### src/rtl/dsp_post_adder_acc_if.sv
// Operand, control and result bundle of the DSP48A1 post-adder/accumulator stage.
interface dsp_post_adder_acc_if;
  logic        ce_c;
  logic        ce_opmode;
  logic        ce_carryin;
  logic        ce_p;
  logic [7:0]  opmode;
  logic [35:0] m;
  logic [47:0] dab;
  logic [47:0] c;
  logic [47:0] pcin;
  logic        carryin;
  logic [47:0] p;
  logic [47:0] pcout;
  logic        carryout;
  logic        carryoutf;

  modport master (
    output ce_c, ce_opmode, ce_carryin, ce_p, opmode, m, dab, c, pcin, carryin,
    input  p, pcout, carryout, carryoutf
  );

  modport slave (
    input  ce_c, ce_opmode, ce_carryin, ce_p, opmode, m, dab, c, pcin, carryin,
    output p, pcout, carryout, carryoutf
  );
endinterface

### src/rtl/dsp_post_adder_acc.sv
// DSP48A1 post-adder/accumulator: OPMODE-driven X/Z muxes, add/subtract with carry-in,
// optional C/OPMODE/carry-in/P/CARRYOUT registers and P feedback for multiply-accumulate.
module dsp_post_adder_acc #(
  parameter int    CREG        = 1,
  parameter int    OPMODEREG   = 1,
  parameter int    CARRYINREG  = 1,
  parameter string CARRYINSEL  = "OPMODE5",
  parameter int    PREG        = 1,
  parameter int    CARRYOUTREG = 1
) (
  input logic                clk,
  input logic                rst,
  dsp_post_adder_acc_if.slave bus
);

  localparam int  DATA_W        = 48;
  localparam bit  CIN_FROM_PORT = (CARRYINSEL == "CARRYIN");

  // Only opmode bits 7,5,3:0 carry meaning; the rest are kept as {sub, cin, z, x}.
  logic [5:0]        opmode_p0;
  logic [DATA_W-1:0] c_p0;
  logic              cin_p0;
  logic [DATA_W-1:0] p_p1;
  logic              cout_p1;

  logic [5:0]        op_q;
  logic [DATA_W-1:0] c_q;
  logic              cin_src;
  logic              cin_q;
  logic [DATA_W-1:0] fb;
  logic [DATA_W-1:0] x_op;
  logic [DATA_W-1:0] z_op;
  logic [DATA_W:0]   sum;
  logic              unused_opmode_bits;

  assign unused_opmode_bits = ^{bus.opmode[6], bus.opmode[4]};

  function automatic logic [DATA_W:0] post_add(input logic [DATA_W-1:0] z,
                                               input logic [DATA_W-1:0] x,
                                               input logic              cin,
                                               input logic              sub);
    logic [DATA_W:0] xk;
    xk = {1'b0, x} + {{DATA_W{1'b0}}, cin};
    if (sub) return {1'b0, z} - xk;
    else     return {1'b0, z} + xk;
  endfunction

  // Stage p0: C, OPMODE and carry-in input registers
  always_ff @(posedge clk or posedge rst) begin
    if (rst) begin
      c_p0      <= '0;
      opmode_p0 <= '0;
      cin_p0    <= 1'b0;
    end else begin
      if (bus.ce_c)       c_p0      <= bus.c;
      if (bus.ce_opmode)  opmode_p0 <= {bus.opmode[7], bus.opmode[5], bus.opmode[3:0]};
      if (bus.ce_carryin) cin_p0    <= cin_src;
    end
  end

  always_comb begin
    op_q    = (OPMODEREG != 0) ? opmode_p0
                               : {bus.opmode[7], bus.opmode[5], bus.opmode[3:0]};
    c_q     = (CREG != 0) ? c_p0 : bus.c;
    cin_src = CIN_FROM_PORT ? bus.carryin : op_q[4];
    cin_q   = (CARRYINREG != 0) ? cin_p0 : cin_src;
    // Without a P register there is nothing to feed back, so selection 2 reads as zero.
    fb      = (PREG != 0) ? p_p1 : '0;

    unique case (op_q[1:0])
      2'd0:    x_op = '0;
      2'd1:    x_op = {{(DATA_W-36){1'b0}}, bus.m};
      2'd2:    x_op = fb;
      default: x_op = bus.dab;
    endcase

    unique case (op_q[3:2])
      2'd0:    z_op = '0;
      2'd1:    z_op = bus.pcin;
      2'd2:    z_op = fb;
      default: z_op = c_q;
    endcase

    sum = post_add(z_op, x_op, cin_q, op_q[5]);
  end

  // Stage p1: P and CARRYOUT result registers
  always_ff @(posedge clk or posedge rst) begin
    if (rst) begin
      p_p1    <= '0;
      cout_p1 <= 1'b0;
    end else if (bus.ce_p) begin
      p_p1    <= sum[DATA_W-1:0];
      cout_p1 <= sum[DATA_W];
    end
  end

  always_comb begin
    bus.p         = (PREG != 0) ? p_p1 : sum[DATA_W-1:0];
    bus.pcout     = bus.p;
    bus.carryout  = (CARRYOUTREG != 0) ? cout_p1 : sum[DATA_W];
    bus.carryoutf = bus.carryout;
  end

endmodule

### src/flat_wrapper.sv
// flat-port wrapper written by rule: the top's interface ports become plain ports
module dsp_post_adder_acc_flat 
#(
  parameter int    CREG        = 1,
  parameter int    OPMODEREG   = 1,
  parameter int    CARRYINREG  = 1,
  parameter string CARRYINSEL  = "       ",
  parameter int    PREG        = 1,
  parameter int    CARRYOUTREG = 1
)
  (clk, rst, bus_ce_c, bus_ce_opmode, bus_ce_carryin, bus_ce_p, bus_opmode, bus_m, bus_dab, bus_c, bus_pcin, bus_carryin, bus_p, bus_pcout, bus_carryout, bus_carryoutf);
  dsp_post_adder_acc_if bus_i ();
  input logic clk;
  input logic rst;
  input wire logic [$bits(bus_i.ce_c)-1:0] bus_ce_c;
  input wire logic [$bits(bus_i.ce_opmode)-1:0] bus_ce_opmode;
  input wire logic [$bits(bus_i.ce_carryin)-1:0] bus_ce_carryin;
  input wire logic [$bits(bus_i.ce_p)-1:0] bus_ce_p;
  input wire logic [$bits(bus_i.opmode)-1:0] bus_opmode;
  input wire logic [$bits(bus_i.m)-1:0] bus_m;
  input wire logic [$bits(bus_i.dab)-1:0] bus_dab;
  input wire logic [$bits(bus_i.c)-1:0] bus_c;
  input wire logic [$bits(bus_i.pcin)-1:0] bus_pcin;
  input wire logic [$bits(bus_i.carryin)-1:0] bus_carryin;
  output wire logic [$bits(bus_i.p)-1:0] bus_p;
  output wire logic [$bits(bus_i.pcout)-1:0] bus_pcout;
  output wire logic [$bits(bus_i.carryout)-1:0] bus_carryout;
  output wire logic [$bits(bus_i.carryoutf)-1:0] bus_carryoutf;
  assign bus_i.ce_c = bus_ce_c;
  assign bus_i.ce_opmode = bus_ce_opmode;
  assign bus_i.ce_carryin = bus_ce_carryin;
  assign bus_i.ce_p = bus_ce_p;
  assign bus_i.opmode = bus_opmode;
  assign bus_i.m = bus_m;
  assign bus_i.dab = bus_dab;
  assign bus_i.c = bus_c;
  assign bus_i.pcin = bus_pcin;
  assign bus_i.carryin = bus_carryin;
  assign bus_p = bus_i.p;
  assign bus_pcout = bus_i.pcout;
  assign bus_carryout = bus_i.carryout;
  assign bus_carryoutf = bus_i.carryoutf;
  dsp_post_adder_acc #(.CREG(CREG), .OPMODEREG(OPMODEREG), .CARRYINREG(CARRYINREG), .CARRYINSEL(CARRYINSEL), .PREG(PREG), .CARRYOUTREG(CARRYOUTREG)) u_core (.clk(clk), .rst(rst), .bus(bus_i));
endmodule
### config.mk
export PLATFORM = sky130hd
export DESIGN_NAME = dsp_post_adder_acc_flat
export DESIGN_NICKNAME = d
export VERILOG_FILES = /design/src/rtl/dsp_post_adder_acc_if.sv /design/src/rtl/dsp_post_adder_acc.sv /design/src/flat_wrapper.sv
export SDC_FILE = /design/constraint.sdc
export NUM_CORES = 1
export LEC_CHECK = 0
export CAP_MARGIN = 40
export CORE_ASPECT_RATIO = 1.4
export CORE_MARGIN = 4
export CORE_UTILIZATION = 40
export DETAILED_ROUTE_END_ITERATION = 12
export HOLD_SLACK_MARGIN = 0.12
export PLACE_DENSITY = 0.7
export SYNTH_ARGS = -nofsm -noshare
export SYNTH_HDL_FRONTEND = slang
export SYNTH_SLANG_ARGS = --single-unit
### constraint.sdc
create_clock -name clk -period 10.2 [get_ports clk]
set_input_delay 2.55 -clock clk [delete_from_list [all_inputs] [get_ports clk]]
set_output_delay 2.55 -clock clk [all_outputs]
set_load 0.02 [all_outputs]
==> metrics.md <==
| Metric | Value |
|---|---|
| Top cell by count, worst path | ha_1 |
| Post-synth EDFFs | 0 |
| Cts bufs inserted | 9 |
| Total negative slack | 0 ns |
| GRT Util Overall | 0.242 |
| Post-synth net total | ~1500 |
| Met1 Use GR | 0.267 |
| Synth warn | 0 |
| CP Depth | 26 |
| R2R Path End | u_core.bus.carryout |
| Hold WC Path Type | register to register |
| Commonest cells after routing, fill and taps aside | 287 x clkdlybuf4s50_1, 178 x mux2_2, 101 x dfrtp_1, 90 x xnor2_1, 74 x nand2_1 |
| Antenna Cells | 0 |
| Met2 Resource Use GR | 0.445 |
| Filler instances | 2679 |
| Mapped Cells | 1274 |
| PwrDens | ~230 nW/um^2 |
| Initial antenna violation count | 0 |
| CP max FO | 8 |
| Worst Tran Pin Value | between 0.8 and 0.9 ns |
| PostCTS Resize Cnt | 0 |
| Flop and latch count out of synthesis | 104 |
| Post-synthesis cell type count | 84 |
| Ports | 293 |
| Setup CP Type | primary input to register |
| Tmin final | 9.43 ns |
| P_leak | slightly below 6 nW |
| Detailed Routing Iterations Pass 1 | 5 |
| Clk_lat worst skew | 0.38 ns |
| Die width | 152 um |
| Hold Vio Cnt, Final | 0 |
| Global route overflow | 0 |
| Most common cell after layout, fill and taps aside | clkdlybuf4s50_1 |
| Mapped Area | 11500 sq um |
| Peak supply drop | 0.123 mV |
| Port bufs | 289 |
| Post-synthesis async set-or-reset flop share | 1.00 |
| Area post-placement | 14400 sq um |
| Max Slew Vio Count | 0 |
| CTS tree | built |
| Core Area | approximately 28000 sq um |
| Largest net degree at the start of global routing | 72 |
| Flop-to-flop setup slack | about 2.3 ns |
| Crit path DAT | between 9 and 10 ns |
| Nets@finish | 1724 |
| Fmax | 106 MHz |
| Critical path required time | 10.51 ns |
| Die Outline Area | 31700 sq um |
| First-pass GRT wire length | ~60000 um |
| Setup crit start | bus_m[0] |
| Finished Cell Area | 14700 sq um |
| Met3 GRT Util | 0.0252 |
| Syn Area/Cell | 9.06 sq um |
| Fraction of layout cells with a size suffix above 1 | 0.172 |
| RR Startpoint | u_core.op_q[1] |
| Slew margin rel. | 0.422 |
| Initial core utilization | 0.406 |
| Critical path's top delay family | compound AO/OA/AOI/OAI gates |
| Clock transition at path regs | 0.08 ns |
| CP max stage delay | 0.54 ns |
| Drt wl/cell | 21.1 um |
| Layout area overhead | 27.1% |
| Seq/Total Area, Yosys | 0.225 |
| Period utilisation layout | 0.925 |
| Routed Antenna Nets | 0 |
| Number of global-route vias before repair | 10900 |
| DP Wirelength | 30400 um |
| Max stage delay cell, worst path | nor4b_4 |
| CP Buf/Inv Count | 3 |
| # DRC | 0 |
| Cell Rows | 73 |
| Via density | 5.88 |
| TritonCTS Sinks | 104 |
| H-tree levels | 3 |
| Placer Congestion | 0.949 |
| Startpoint types | primary input |
| Final WL | 39200 um |
| Count of final setup violators | 0 |
| Most used routing layer | met2 |
| Worst Setup End Kind | register |
| Pwr Total | 3.36 mW |
| Die Height | 209 um |
| Main flop type after synthesis | dfrtp_1 |
| RSZ-0062 raised after global routing | false |
| Status | complete, no violations |
| Clock Tree Buf Depth | 2 |
| Vias after detailed routing | about 11000 |
| Cells on worst reg2reg path | 26 |
| Final Skew | 0.0144 ns |
| Post-CTS Setup Inserts | 0 |
| Root buffer cell | clkbuf_16 |
| Hold Buf Count CTS | 0 |
| Critical Path End | u_core.bus.carryout |
| Max_cap viols | 0 |
| DR iter-0 viols | 811 |
-- layout make-up --
type | instances | area [sq um] | share of cell area
flip-flops and latches | 104 | 2610 | 0.178
multi-input cells | 1025 | 8150 | 0.556
inverters | 28 | 108 | 0.00734
clock inverters | 6 | 57.6 | 0.00392
repair buffers | 308 | 3050 | 0.208
clock buffers | 10 | 229 | 0.0156
well taps | 375 | 469 | 0.0320
-- stage by stage --
| stage | cells | hold slack (ns) | setup slack, ns | utilization |
|---|---|---|---|---|
| floorplan | 1274 | 0.475 | 1.64 | - |
| global placement | 1838 | 0.483 | 0.704 | 0.505 |
| detailed placement | 1840 | 0.490 | 0.551 | 0.506 |
| CTS | 1856 | 0.508 | 0.899 | 0.516 |
| global route | 1856 | 0.518 | 0.434 | 0.516 |
| finish | 1856 | 0.505 | 0.767 | 0.516 |
-- cells by family after synthesis --
kind of cell	synth area share
flops	0.225
fa+ha+maj	0.0581
xor+xnor	0.0947
simple gates	0.163
buf+inv	0.0696
compound gates	0.208
mux	0.181
-- cells in the mapped netlist, types with 13 or more instances --
library cell  number  area (sq um)
buf_4             52           390
nand4_1           20           125
mux2_2           178          2000
xnor2_1           90           788
xor2_1            33           289
a22o_1            59           517
o21ai_0           27           135
ha_1              52           651
clkbuf_1          37           139
o31ai_1           13          97.6
nor4_1            17           106
o21a_1            17           128
nand3_1           28           140
a21oi_1           65           325
nand2_1           74           278
a31oi_1           16           100
nor3_1            37           185
a21o_1            38           285
nor2b_1           15          93.8
nor2_1            69           259
dfrtp_1          104          2600
a22oi_1           28           210
inv_1             27           101
-- per-layer routing --
layer | vias up | wire length, um
li1 | 5149 | -
met1 | 5327 | 14600
met2 | 349 | 20700
met3 | 86 | 1740
met4 | 0 | 2110
met5 | - | 0
-- power by group --
group	total (mW)	leakage, nW	switching [mW]	internal [mW]
Combinational	2.25	4.47	1.18	1.08
Sequential	0.735	1.22	0.199	0.537
Clock	0.366	0.142	0.193	0.173
-- registers in the layout (all words and copies together) (netlist names) --
| name | count |
|---|---|
| u_core.bus.carryout | 1 |
| u_core.bus.p | 48 |
| u_core.c_p0 | 48 |
| u_core.cin_p0 | 1 |
| u_core.op_q | 6 |
-- worst min-delay path by stage --
| stage | from | slack (ns) | depth (start not counted) | end |
|---|---|---|---|---|
| floorplan | u_core.op_q[4] | 0.47 | 1 | u_core.op_q[4] |
| global placement | u_core.c_p0[11] | 0.48 | 1 | u_core.c_p0[11] |
| detailed placement | u_core.c_p0[29] | 0.49 | 1 | u_core.c_p0[29] |
| CTS | u_core.c_p0[44] | 0.51 | 1 | u_core.c_p0[44] |
| global route | u_core.c_p0[9] | 0.52 | 1 | u_core.c_p0[9] |
| finish | u_core.c_p0[43] | 0.50 | 1 | u_core.c_p0[43] |
-- worst reg2reg max path: cells and delay by family, from the launching register on --
kind / cells / cell delay, ns
compound gates: 9 / 2.55
buf+inv: 3 / 0.93
flops: 1 / 0.36
fa+ha+maj: 3 / 0.77
simple gates: 8 / 2.40
mux: 2 / 0.66
xor+xnor: 1 / 0.19
Note: power is estimated with default switching activity, not from simulation.
